### config.mk
export PLATFORM = sky130hd
export DESIGN_NAME = bcd_disp_scan
export DESIGN_NICKNAME = d
export VERILOG_FILES = /design/src/rtl/bcd_disp_scan.sv
export SDC_FILE = /design/constraint.sdc
export NUM_CORES = 1
export LEC_CHECK = 0
export BUFFER_PORTS_ARGS = -buffer_cell sky130_fd_sc_hd__buf_2
export CAP_MARGIN = 20
export CORE_UTILIZATION = 30
export DETAILED_ROUTE_END_ITERATION = 7
export PLACE_DENSITY = 0.6
export SYNTH_ARGS = -nofsm -noshare
export SYNTH_HDL_FRONTEND = slang
export SYNTH_SLANG_ARGS = --single-unit
### constraint.sdc
create_clock -name clk -period 6.5 [get_ports clk]
set_input_delay 0.65 -clock clk [delete_from_list [all_inputs] [get_ports clk]]
set_output_delay 0.65 -clock clk [all_outputs]
set_load 0.1 [all_outputs]
### src/rtl/bcd_disp_scan.sv
// bcd_disp_scan
//   Drives a 6-digit common-anode 7-segment display from the BCD hour/min/sec
//   counters. The three BCD bytes are captured once per frame, at the 5->0 wrap
//   of the digit index. Each digit is held for SCAN_DIV clocks. The module also
//   handles per-field blinking, hour leading-zero blanking and a '-' marker for
//   nibbles that are not valid BCD.
//
// Ports
//   clk        system clock, posedge
//   rst        asynchronous reset, active-low
//   en         scan enable; 0 freezes the scan and darkens the display
//   hour/min/sec  BCD bytes {tens,ones}
//   blink_sel  blink field select [2]=hour [1]=min [0]=sec
//   lz_blank   blank the hour tens digit when it is zero
//   seg        segments {g,f,e,d,c,b,a}, active-high
//   dp         decimal point, active-high
//   dig        one-hot active-low digit select, dig[0]=hour tens
//   frame      1-cycle pulse after the digit index wraps 5->0
module bcd_disp_scan #(
  parameter int SCAN_DIV     = 1000,
  parameter int BLINK_FRAMES = 64
) (
  input  logic       clk,
  input  logic       rst,
  input  logic       en,
  input  logic [7:0] hour,
  input  logic [7:0] min,
  input  logic [7:0] sec,
  input  logic [2:0] blink_sel,
  input  logic       lz_blank,
  output logic [6:0] seg,
  output logic       dp,
  output logic [5:0] dig,
  output logic       frame
);

  localparam int PW = (SCAN_DIV > 1) ? $clog2(SCAN_DIV) : 1;
  localparam int BW = (BLINK_FRAMES > 1) ? $clog2(BLINK_FRAMES) : 1;
  localparam logic [PW-1:0] P_LAST = PW'(SCAN_DIV - 1);
  localparam logic [BW-1:0] B_LAST = BW'(BLINK_FRAMES - 1);

  logic [PW-1:0] p_q, p_d;
  logic [2:0]    idx_q, idx_d;
  logic [BW-1:0] blink_cnt_q, blink_cnt_d;
  logic          blink_ph_q, blink_ph_d;
  logic [23:0]   snap_q, snap_d;
  logic [6:0]    seg_q, seg_d;
  logic          dp_q, dp_d;
  logic [5:0]    dig_q, dig_d;
  logic          frame_q, frame_d;

  logic          tick;
  logic          wrap;
  logic [3:0]    nib;
  logic          fld_blink;
  logic          lz_hit;

  function automatic logic [6:0] seg_decode(input logic [3:0] n);
    logic [6:0] s;
    case (n)
      4'd0:    s = 7'h3F;
      4'd1:    s = 7'h06;
      4'd2:    s = 7'h5B;
      4'd3:    s = 7'h4F;
      4'd4:    s = 7'h66;
      4'd5:    s = 7'h6D;
      4'd6:    s = 7'h7D;
      4'd7:    s = 7'h07;
      4'd8:    s = 7'h7F;
      4'd9:    s = 7'h6F;
      default: s = 7'h40;  // not BCD: show '-'
    endcase
    return s;
  endfunction

  always_comb begin
    tick        = en && (p_q == P_LAST);
    wrap        = tick && (idx_q == 3'd5);
    p_d         = p_q;
    idx_d       = idx_q;
    blink_cnt_d = blink_cnt_q;
    blink_ph_d  = blink_ph_q;
    snap_d      = snap_q;
    frame_d     = wrap;

    if (tick) begin
      p_d   = '0;
      idx_d = wrap ? 3'd0 : idx_q + 3'd1;
    end else if (en) begin
      p_d = p_q + 1'b1;
    end

    if (wrap) begin
      snap_d = {hour, min, sec};
      if (blink_cnt_q == B_LAST) begin
        blink_cnt_d = '0;
        blink_ph_d  = ~blink_ph_q;
      end else begin
        blink_cnt_d = blink_cnt_q + 1'b1;
      end
    end
  end

  // Output path works from the pre-update idx/snapshot, so the display lags
  // the index by one clock but stays consistent with the captured frame.
  always_comb begin
    case (idx_q)
      3'd0:    nib = snap_q[23:20];
      3'd1:    nib = snap_q[19:16];
      3'd2:    nib = snap_q[15:12];
      3'd3:    nib = snap_q[11:8];
      3'd4:    nib = snap_q[7:4];
      default: nib = snap_q[3:0];
    endcase

    case (idx_q)
      3'd0, 3'd1: fld_blink = blink_ph_q && blink_sel[2];
      3'd2, 3'd3: fld_blink = blink_ph_q && blink_sel[1];
      default:    fld_blink = blink_ph_q && blink_sel[0];
    endcase

    lz_hit = (idx_q == 3'd0) && lz_blank && (snap_q[23:20] == 4'd0);

    seg_d = '0;
    dp_d  = 1'b0;
    dig_d = '1;
    if (en) begin
      dig_d = ~(6'b000001 << idx_q);
      if (!(fld_blink || lz_hit)) begin
        seg_d = seg_decode(nib);
      end
      dp_d = ((idx_q == 3'd1) || (idx_q == 3'd3)) && !fld_blink;
    end
  end

  always_ff @(posedge clk or negedge rst) begin
    if (!rst) begin
      p_q         <= '0;
      idx_q       <= '0;
      blink_cnt_q <= '0;
      blink_ph_q  <= 1'b0;
      snap_q      <= '0;
      seg_q       <= '0;
      dp_q        <= 1'b0;
      dig_q       <= '1;
      frame_q     <= 1'b0;
    end else begin
      p_q         <= p_d;
      idx_q       <= idx_d;
      blink_cnt_q <= blink_cnt_d;
      blink_ph_q  <= blink_ph_d;
      snap_q      <= snap_d;
      seg_q       <= seg_d;
      dp_q        <= dp_d;
      dig_q       <= dig_d;
      frame_q     <= frame_d;
    end
  end

  assign seg   = seg_q;
  assign dp    = dp_q;
  assign dig   = dig_q;
  assign frame = frame_q;

endmodule
# Yosys cells after proc, flatten, opt, wreduce, memory -nomap -nowiden
# Memory sizes are Yosys's and may differ from the RTL's.
# Index checks and enable logic that the tools add are counted.
[totals] elab_cells=50 output_inout_bits=15 memories=1 reg_bits=59 mem_bits_ro=112
[memory_table] memory="(name not given)" words=16 width=7 rd=1 rd_clocked_by_memory_dff=0 write_ports=0 line_no="60" text="case (n)"
[op_classes] add_sub_neg=3 shift=1 n_bitwise=2 eq_ne=7 n_mux=10 reduce_logical=17
[op_table] operator="$mux W10" n=2
[op_table] operator="$pmux W4 S5" n=1
[op_table] operator="$mux W7" n=2
[op_table] operator="$mux W6" n=2
[op_table] operator="$add A10 B1 Y10 const B" n=1
[op_table] operator="$eq A10 B10 Y1 const B" n=1
[op_table] operator="$logic_and A1 B1 Y1" n=8
[op_table] operator="$add A6 B1 Y6 const B" n=1
[op_table] operator="$eq A3 B2 Y1 const B" n=2
[op_table] operator="$eq A3 B3 Y1 const B" n=2
[op_table] operator="$eq A6 B6 Y1 const B" n=1
[op_table] operator="$not A6 Y6" n=1
[op_table] operator="$shl A1 B3 Y6 const A" n=1
[op_table] operator="$logic_not A4 Y1" n=1
[op_table] operator="$reduce_or A2 Y1" n=2
[op_table] operator="$add A3 B1 Y3 const B" n=1
[op_table] operator="$eq A3 B1 Y1 const B" n=1
[op_table] operator="$logic_not A3 Y1" n=1
[op_table] operator="$mux W3" n=1
[op_table] operator="$logic_or A1 B1 Y1" n=2
[op_table] operator="$pmux W1 S2" n=1
[op_table] operator="$reduce_and A2 Y1" n=1
[op_table] operator="$reduce_bool A2 Y1" n=1
[op_table] operator="$logic_not A1 Y1" n=1
[op_table] operator="other kinds (2)" n=2

# Logic depth before layout (Yosys ltp)
# Gate-level depths: netlist of run 1.
[logic_depth] depth_word=6 mapped_depth=14 depth_no_buf=11

# Worst setup path after synthesis of run 1
# OpenSTA, ideal clock, no wires.
[synth_timing] path_kind="register -> register" start="register idx_q[2]" end="register seg_q[0], in the netlist seg[0]" arrival_time_ns=2.531 period_less_slack_ns=2.626 required_ns=6.406 path_stages_with_launch=13 n_path_buf=3 setup_time_ns=0.094 slack_ns=3.874 cell_sequence="dfrtp_1 -> buf_2 -> buf_2 -> inv_1 -> ha_1 -> buf_1 -> nor2_1 -> nand2_1 -> o2bb2ai_1 -> inv_1 -> ha_1 -> mux2_2 -> a211oi_1"
[synth_between] elab_chain_len=6 elab_cells_between_ends=15 cone_classes="eq/ne: 4; mux: 4; reduce/logical: 6; memory: 1"
[synth_lines] item="start: declaration" line_no="43" text="logic [2:0] idx_q, idx_d;"
[synth_lines] item="start signal: assignment" line_no="149" text="idx_q <= idx_d;"
[synth_lines] item="branches (longest 4 deep; another with $mem_v2 Z16 W7)"
[synth_lines] item="$mux W7 (*)" line_no="129" text="if (!(fld_blink || lz_hit)) begin"
[synth_lines] item="$mux W7 (*)" line_no="127" text="if (en) begin"
[synth_lines] item="named net seg_d[0]" line_no="47" text="logic [6:0] seg_q, seg_d;"
[synth_lines] item="end signal: assignment" line_no="153" text="seg_q <= seg_d;"
[synth_lines] item="end: declaration" line_no="47"
# Mark *: on every way through the listed nets, which the timed path passes.
# A chain may end at the register's enable or synchronous reset.

# Worst setup path in the final report of run 1
# Ends and elaborated chain as after synthesis.

==> summary.txt, run 1 <==
Setup_tns: 0 ns
Drt wl/cell: 12.9 um
Vias in the first global route: 2113
Detailed-route DRC error count: 0
Pin count of the biggest net entering global routing: 60
Clk_lat worst skew: 0.35 ns
Setup Fix Bufs, Post-CTS: 0
Pwr dens: 231 mW/mm^2
Post-synthesis async set-or-reset flop share: 100%
Root Driver: clkbuf_8
First-pass GRT wire length: 10.3 mm
Overflow after GRT: 0
Setup-failing EPs final: 0
Setup crit start kind: flop
IO buf count: 45
Tightest Hold Check Type: input pin to asynchronous set/reset pin
H-Tree Depth: 3
RSZ-0062 raised after global routing: no
Status: completed
Worst rel slew slack: 36.4%
Synth area leader: dfrtp_1
Initial Utilization: 31.0%
FP Rows: 35
DR pass1 iterations: 4
Synth Flop Type: dfrtp_1
Post-DP Area: 0.00320 sq mm
Netlist Area Pre-Place: 0.00286 sq mm
Yosys warnings: 0
Initial antenna violation count: 0
Cell variety after synth: 48
Die extent in y: 99.7 um
Tcrit/Tclk final: 45.9%
Via count: 2196
Number of hold buffers added after cts: 0
Final nets: 385
Reg clk slew, reported paths: 0.06 ns
Slew Limit Fails: 0
IO Count: 46
Critical path fanouts, max: 17
Routed Antenna Nets: 0
Initial DRC count: 129
Mean Syn Cell Area: 9.67 sq um
Drt via density: 4.62
DRT Wirelength: 6.13 mm
Synth-to-Final Area Change: 17.3%
DP HPWL: 4.47 mm
Fmax: 0.335 GHz
Final hold viol count: 0
Clk sinks: 59
Aggregate global-route resource usage: 13.7%
Synth top area share: 46.3%
CTS tree: built
WP data arrival: 3.24 ns
Measured slew at the worst slew-check pin: 0.953 ns
Reg2Reg Depth: 9
Post-Layout Inst Area: 0.00336 sq mm
CTS Buf Count: 9
CTS resizes: 0
Commonest cells after routing, fill and taps aside: nand2_1, dfrtp_1, buf_2, o21ai_0
Die footprint: 0.00993 sq mm
Post-synth EDFFs: 0
Post-route clock skew: 0.00810 ns
Leak: 0.00164 uW
Crit path kind: flop to flop
N_diodes: 0
Max clock buf depth: 2
Crit end category: flop
Sequential share of the synthesized area: 51.9%
Gate Count Post-Synth: 296
Final Critical Period: 2.99 ns
Syn Nets: 339
Core Region: 0.00924 sq mm
Max cap viols: 0
Die X: 99.7 um
Post-synthesis register bit count: 59
Peak supply drop: 66.0 uV
Critical Path RT: 6.75 ns
Fraction of layout cells with a size suffix above 1: 22.8%
Commonest non-fill, non-tap cell in the layout: nand2_1
Routability cong.: 0.843
Synth area leaders: dfrtp_1, nand2_1, dfstp_2, ha_1, o21ai_0
==> critical path, cell delays in order, from the launching register on <==
cell	delay, ns
dfrtp_1	0.66
inv_1	0.17
ha_1	0.34
nor2_1	0.29
nand2_1	0.17
o2bb2ai_1	0.40
inv_1	0.13
ha_1	0.24
mux2_2	0.27
a211oi_1	0.23
==> flip-flops by register name (all words and copies together) (netlist names) <==
signal and cells:
idx_q 3, snap_q 24, seg 7, p_q 10, frame 1, dp 1, blink_cnt_q 6, dig 6
blink_ph_q 1
==> Yosys cell counts (all sizes together), types with 2 or more instances <==
library cell,instances
a211oi,3
a21oi,5
a222oi,2
a22oi,2
a31oi,3
and3,2
buf,6
clkbuf,7
dfrtp,53
dfstp,6
ha,12
inv,10
mux2,6
mux2i,3
nand2,90
nand3,12
nand3b,7
nand4,3
nor2,13
nor2b,3
nor3,3
nor4,2
o2111ai,2
o211ai,2
o21a,2
o21ai,15
o2bb2ai,2
xnor2,6
xor2,3
==> metrics by stage <==
step | instances | utilization (%) | total power (uW) | hold WS [ns] | worst slack, ns
floorplan | 296 | - | 469 | 0.354 | 3.87
global route | 475 | 36.3 | 813 | 0.488 | 3.17
detailed placement | 460 | 34.6 | 503 | 0.458 | 3.56
CTS | 475 | 36.3 | 783 | 0.465 | 3.53
finish | 475 | 36.3 | 774 | 0.432 | 3.51
global placement | 460 | 34.6 | 498 | 0.456 | 3.71
==> layout make-up <==
| type | instances | area, sq um |
|---|---|---|
| fill | 955 | 5880 |
| sequential | 59 | 1480 |
| multi-input combinational | 214 | 1260 |
| timing repair buffer | 48 | 248 |
| tap | 129 | 161 |
| clock buffer | 12 | 145 |
| inverter | 10 | 37.5 |
| clock inverter | 3 | 15.0 |
==> layer usage <==
layer	vias to the layer above	global-route usage, %	share of wire [%]
met5	-	0	0
met4	0	6.11	1.5
met3	12	4.36	6.2
met2	59	19.3	43
met1	1033	19.0	49
li1	1092	-	-
==> logic make-up after synthesis <==
family | Yosys count | share of synthesized area, %
buffers and inverters | 23 | 4.15
adder cells (fa/ha/maj) | 12 | 5.25
XOR/XNOR | 9 | 2.75
multiplexers | 9 | 3.41
flip-flops | 59 | 51.9
AND/OR/NAND/NOR | 143 | 22.9
AO/OA/AOI/OAI | 41 | 9.66
==> power breakdown <==
group          internal, uW  total (uW)  switching, uW  leakage [uW]
Combinational          32.3        80.7           48.4      0.000791
Clock                   144         278            134     0.0000860
Sequential              389         415           25.8      0.000759
Total                   566         774            208       0.00164
==> path summary, 6_finish.rpt <==
kind	from	end	slack, ns
max in group asynchronous	rst	snap_q[2]$_DFFE_PN0P_	5.57
max reg2reg	idx_q[2]$_DFFE_PN0P_	seg[0]$_DFF_PN0_	3.51
min in group clk	snap_q[6]$_DFFE_PN0P_	snap_q[6]$_DFFE_PN0P_	0.46
min reg2reg	snap_q[6]$_DFFE_PN0P_	snap_q[6]$_DFFE_PN0P_	0.46
min	rst	seg[5]$_DFF_PN0_	0.43
max	idx_q[2]$_DFFE_PN0P_	seg[0]$_DFF_PN0_	3.51
No activity file was read; power rests on OpenSTA's default activity.
==> inputs of run 2 (changes only) <==
Clock period 6.5 ns to 3.1 ns, I/O delays scaled along.
==> run 2 against run 1 <==
Clock-buffer cell count fell by 2. Via count fell by 0.18%. Global-route usage fell by 0.23 points. Critical path depth did not move. Hold slack got worse by 0.27 ns. Critical path type unchanged. Non-clock buffer count rose by 3. Largest power group unchanged. Flip-flop and latch count did not move. Core utilization rose by 0.92 points. Highest routed layer unchanged. Cell area rose by 2.5%.
==> summary.txt, run 2 (synthesis gave the netlist of run 1 again) <==
Status: completed
Overflow after GRT: 0
Comb pwr share: 9.6%
IO buf count: 45
Final nets: 388
Setup_tns: 0 ns
Biggest register: snap_q
Tcrit/Tclk final: 85.1%
Fraction of layout cells with a size suffix above 1: 23.7%
Die footprint: 0.00993 sq mm
Synth-to-Final Area Change: 20.2%
DP HPWL: 4.39 mm
Die extent in y: 99.7 um
Initial Utilization: 31.0%
Via count: 2192
Commonest cells after routing, fill and taps aside: nand2_1, dfrtp_1, buf_2, o21ai_0
Drt wl/cell: 12.6 um
CTS tree: built
Core Region: 0.00924 sq mm
Leak: 0.00168 uW
Aggregate global-route resource usage: 13.4%
Initial DRC count: 90
Measured slew at the worst slew-check pin: 0.709 ns
CTS Buf Count: 9
Max clock buf depth: 2
N_diodes: 0
P_int: 1330 uW
H-Tree Depth: 3
Max cap viols: 0
Peak supply drop: 163 uV
Final Critical Period: 2.64 ns
Die X: 99.7 um
CTS resizes: 0
Fmax: 0.379 GHz
Setup Fix Bufs, Post-CTS: 0
Largest register FFs: 24
Commonest non-fill, non-tap cell in the layout: nand2_1
Worst rel slew slack: 52.3%
Tightest Hold Check Type: input pin to flop
WP data arrival: 2.89 ns
Crit end category: flop
Crit path kind: flop to flop
Hold Worst Slack: 0.164 ns
Drt via density: 4.58
Final hold viol count: 0
Clk_lat worst skew: 0.35 ns
DRT Wirelength: 6.03 mm
Initial antenna violation count: 0
Critical path fanouts, max: 9
Setup-failing EPs final: 0
Detailed-route DRC error count: 0
Seq pwr share: 48.6%
Root Driver: clkbuf_8
IO Count: 46
RSZ-0062 raised after global routing: no
Reg clk slew, reported paths: 0.07 ns
Pwr dens: 518 mW/mm^2
Switching Share: 25.3%
Setup crit start kind: flop
Critical Path RT: 3.35 ns
Clock power share: 41.7%
FP Rows: 35
Post-route clock skew: 0.0121 ns
Pin count of the biggest net entering global routing: 60
Switching Power: 451 uW
First-pass GRT wire length: 10.1 mm
Vias in the first global route: 2050
DR pass1 iterations: 4
Clk sinks: 59
Routability cong.: 0.860
Routed Antenna Nets: 0
Slew Limit Fails: 0
==> run 2: layer usage <==
| layer | vias up | share of wire, % | GRT usage [%] | routed length, um |
|---|---|---|---|---|
| met5 | - | 0 | 0 | 0 |
| met4 | 0 | 2.7 | 7.92 | 161 |
| met3 | 16 | 4.9 | 3.65 | 293 |
| met2 | 55 | 43 | 18.3 | 2570 |
| met1 | 1020 | 50 | 18.9 | 3010 |
| li1 | 1101 | - | - | - |
==> run 2: final cells by class <==
| class | count | area (sq um) |
|---|---|---|
| inverters | 10 | 37.5 |
| multi-input cells | 214 | 1260 |
| well taps | 129 | 161 |
| clock buffers | 10 | 128 |
| repair buffers | 51 | 285 |
| flip-flops and latches | 59 | 1480 |
| clock inverters | 6 | 80.1 |
| fillers | 927 | 5800 |
==> run 2: through the flow <==
step	total power (uW)	area, sq um	cells	setup slack [ns]	utilization, %
4_1_cts	1800	3440	479	0.456	37.2
6_report	1780	3440	479	0.460	37.2
2_1_floorplan	984	2860	296	0.474	-
5_1_grt	1860	3440	479	0.221	37.2
3_3_place_gp	1050	3220	462	0.546	34.9
3_5_place_dp	1050	3220	462	0.469	34.9
==> run 2: critical path, cell delays in order (launching register included) <==
cell	delay [ns]
dfrtp_1	0.40
ha_1	0.21
ha_1	0.28
nor2_1	0.28
nand2_1	0.16
o2bb2ai_1	0.38
inv_1	0.12
ha_1	0.23
mux2_2	0.26
a211oi_1	0.22
==> run 2: final timing paths <==
| path | slack [ns] | cells after the start | endpoint | startpoint |
|---|---|---|---|---|
| setup reg to reg | 0.46 | 9 | seg[0]$_DFF_PN0_ | idx_q[0]$_DFFE_PN0P_ |
| hold reg to reg | 0.46 | 2 | snap_q[6]$_DFFE_PN0P_ | snap_q[6]$_DFFE_PN0P_ |
| hold / removal | 0.16 | 3 | snap_q[22]$_DFFE_PN0P_ | hour[6] |
| max in group asynchronous | 2.30 | 3 | dig[5]$_DFF_PN1_ | rst |
| min in group asynchronous | 0.49 | 3 | seg[6]$_DFF_PN0_ | rst |
| setup / recovery | 0.46 | 9 | seg[0]$_DFF_PN0_ | idx_q[0]$_DFFE_PN0P_ |
==> run 2: what timing repair did <==
item                                    CTS  global route
hold buffers                              1             0
endpoints found under the setup margin    0             0
hold endpoints to repair                 53             0
==> run 2: power groups by stage <==
stage | clock [uW] | combinational (uW) | sequential, uW
6_report | 745 | 171 | 868
5_1_grt | 797 | 192 | 876
4_1_cts | 761 | 175 | 867
3_5_place_dp | 0 | 176 | 879
3_3_place_gp | 0 | 169 | 878
2_1_floorplan | 0 | 81.5 | 902
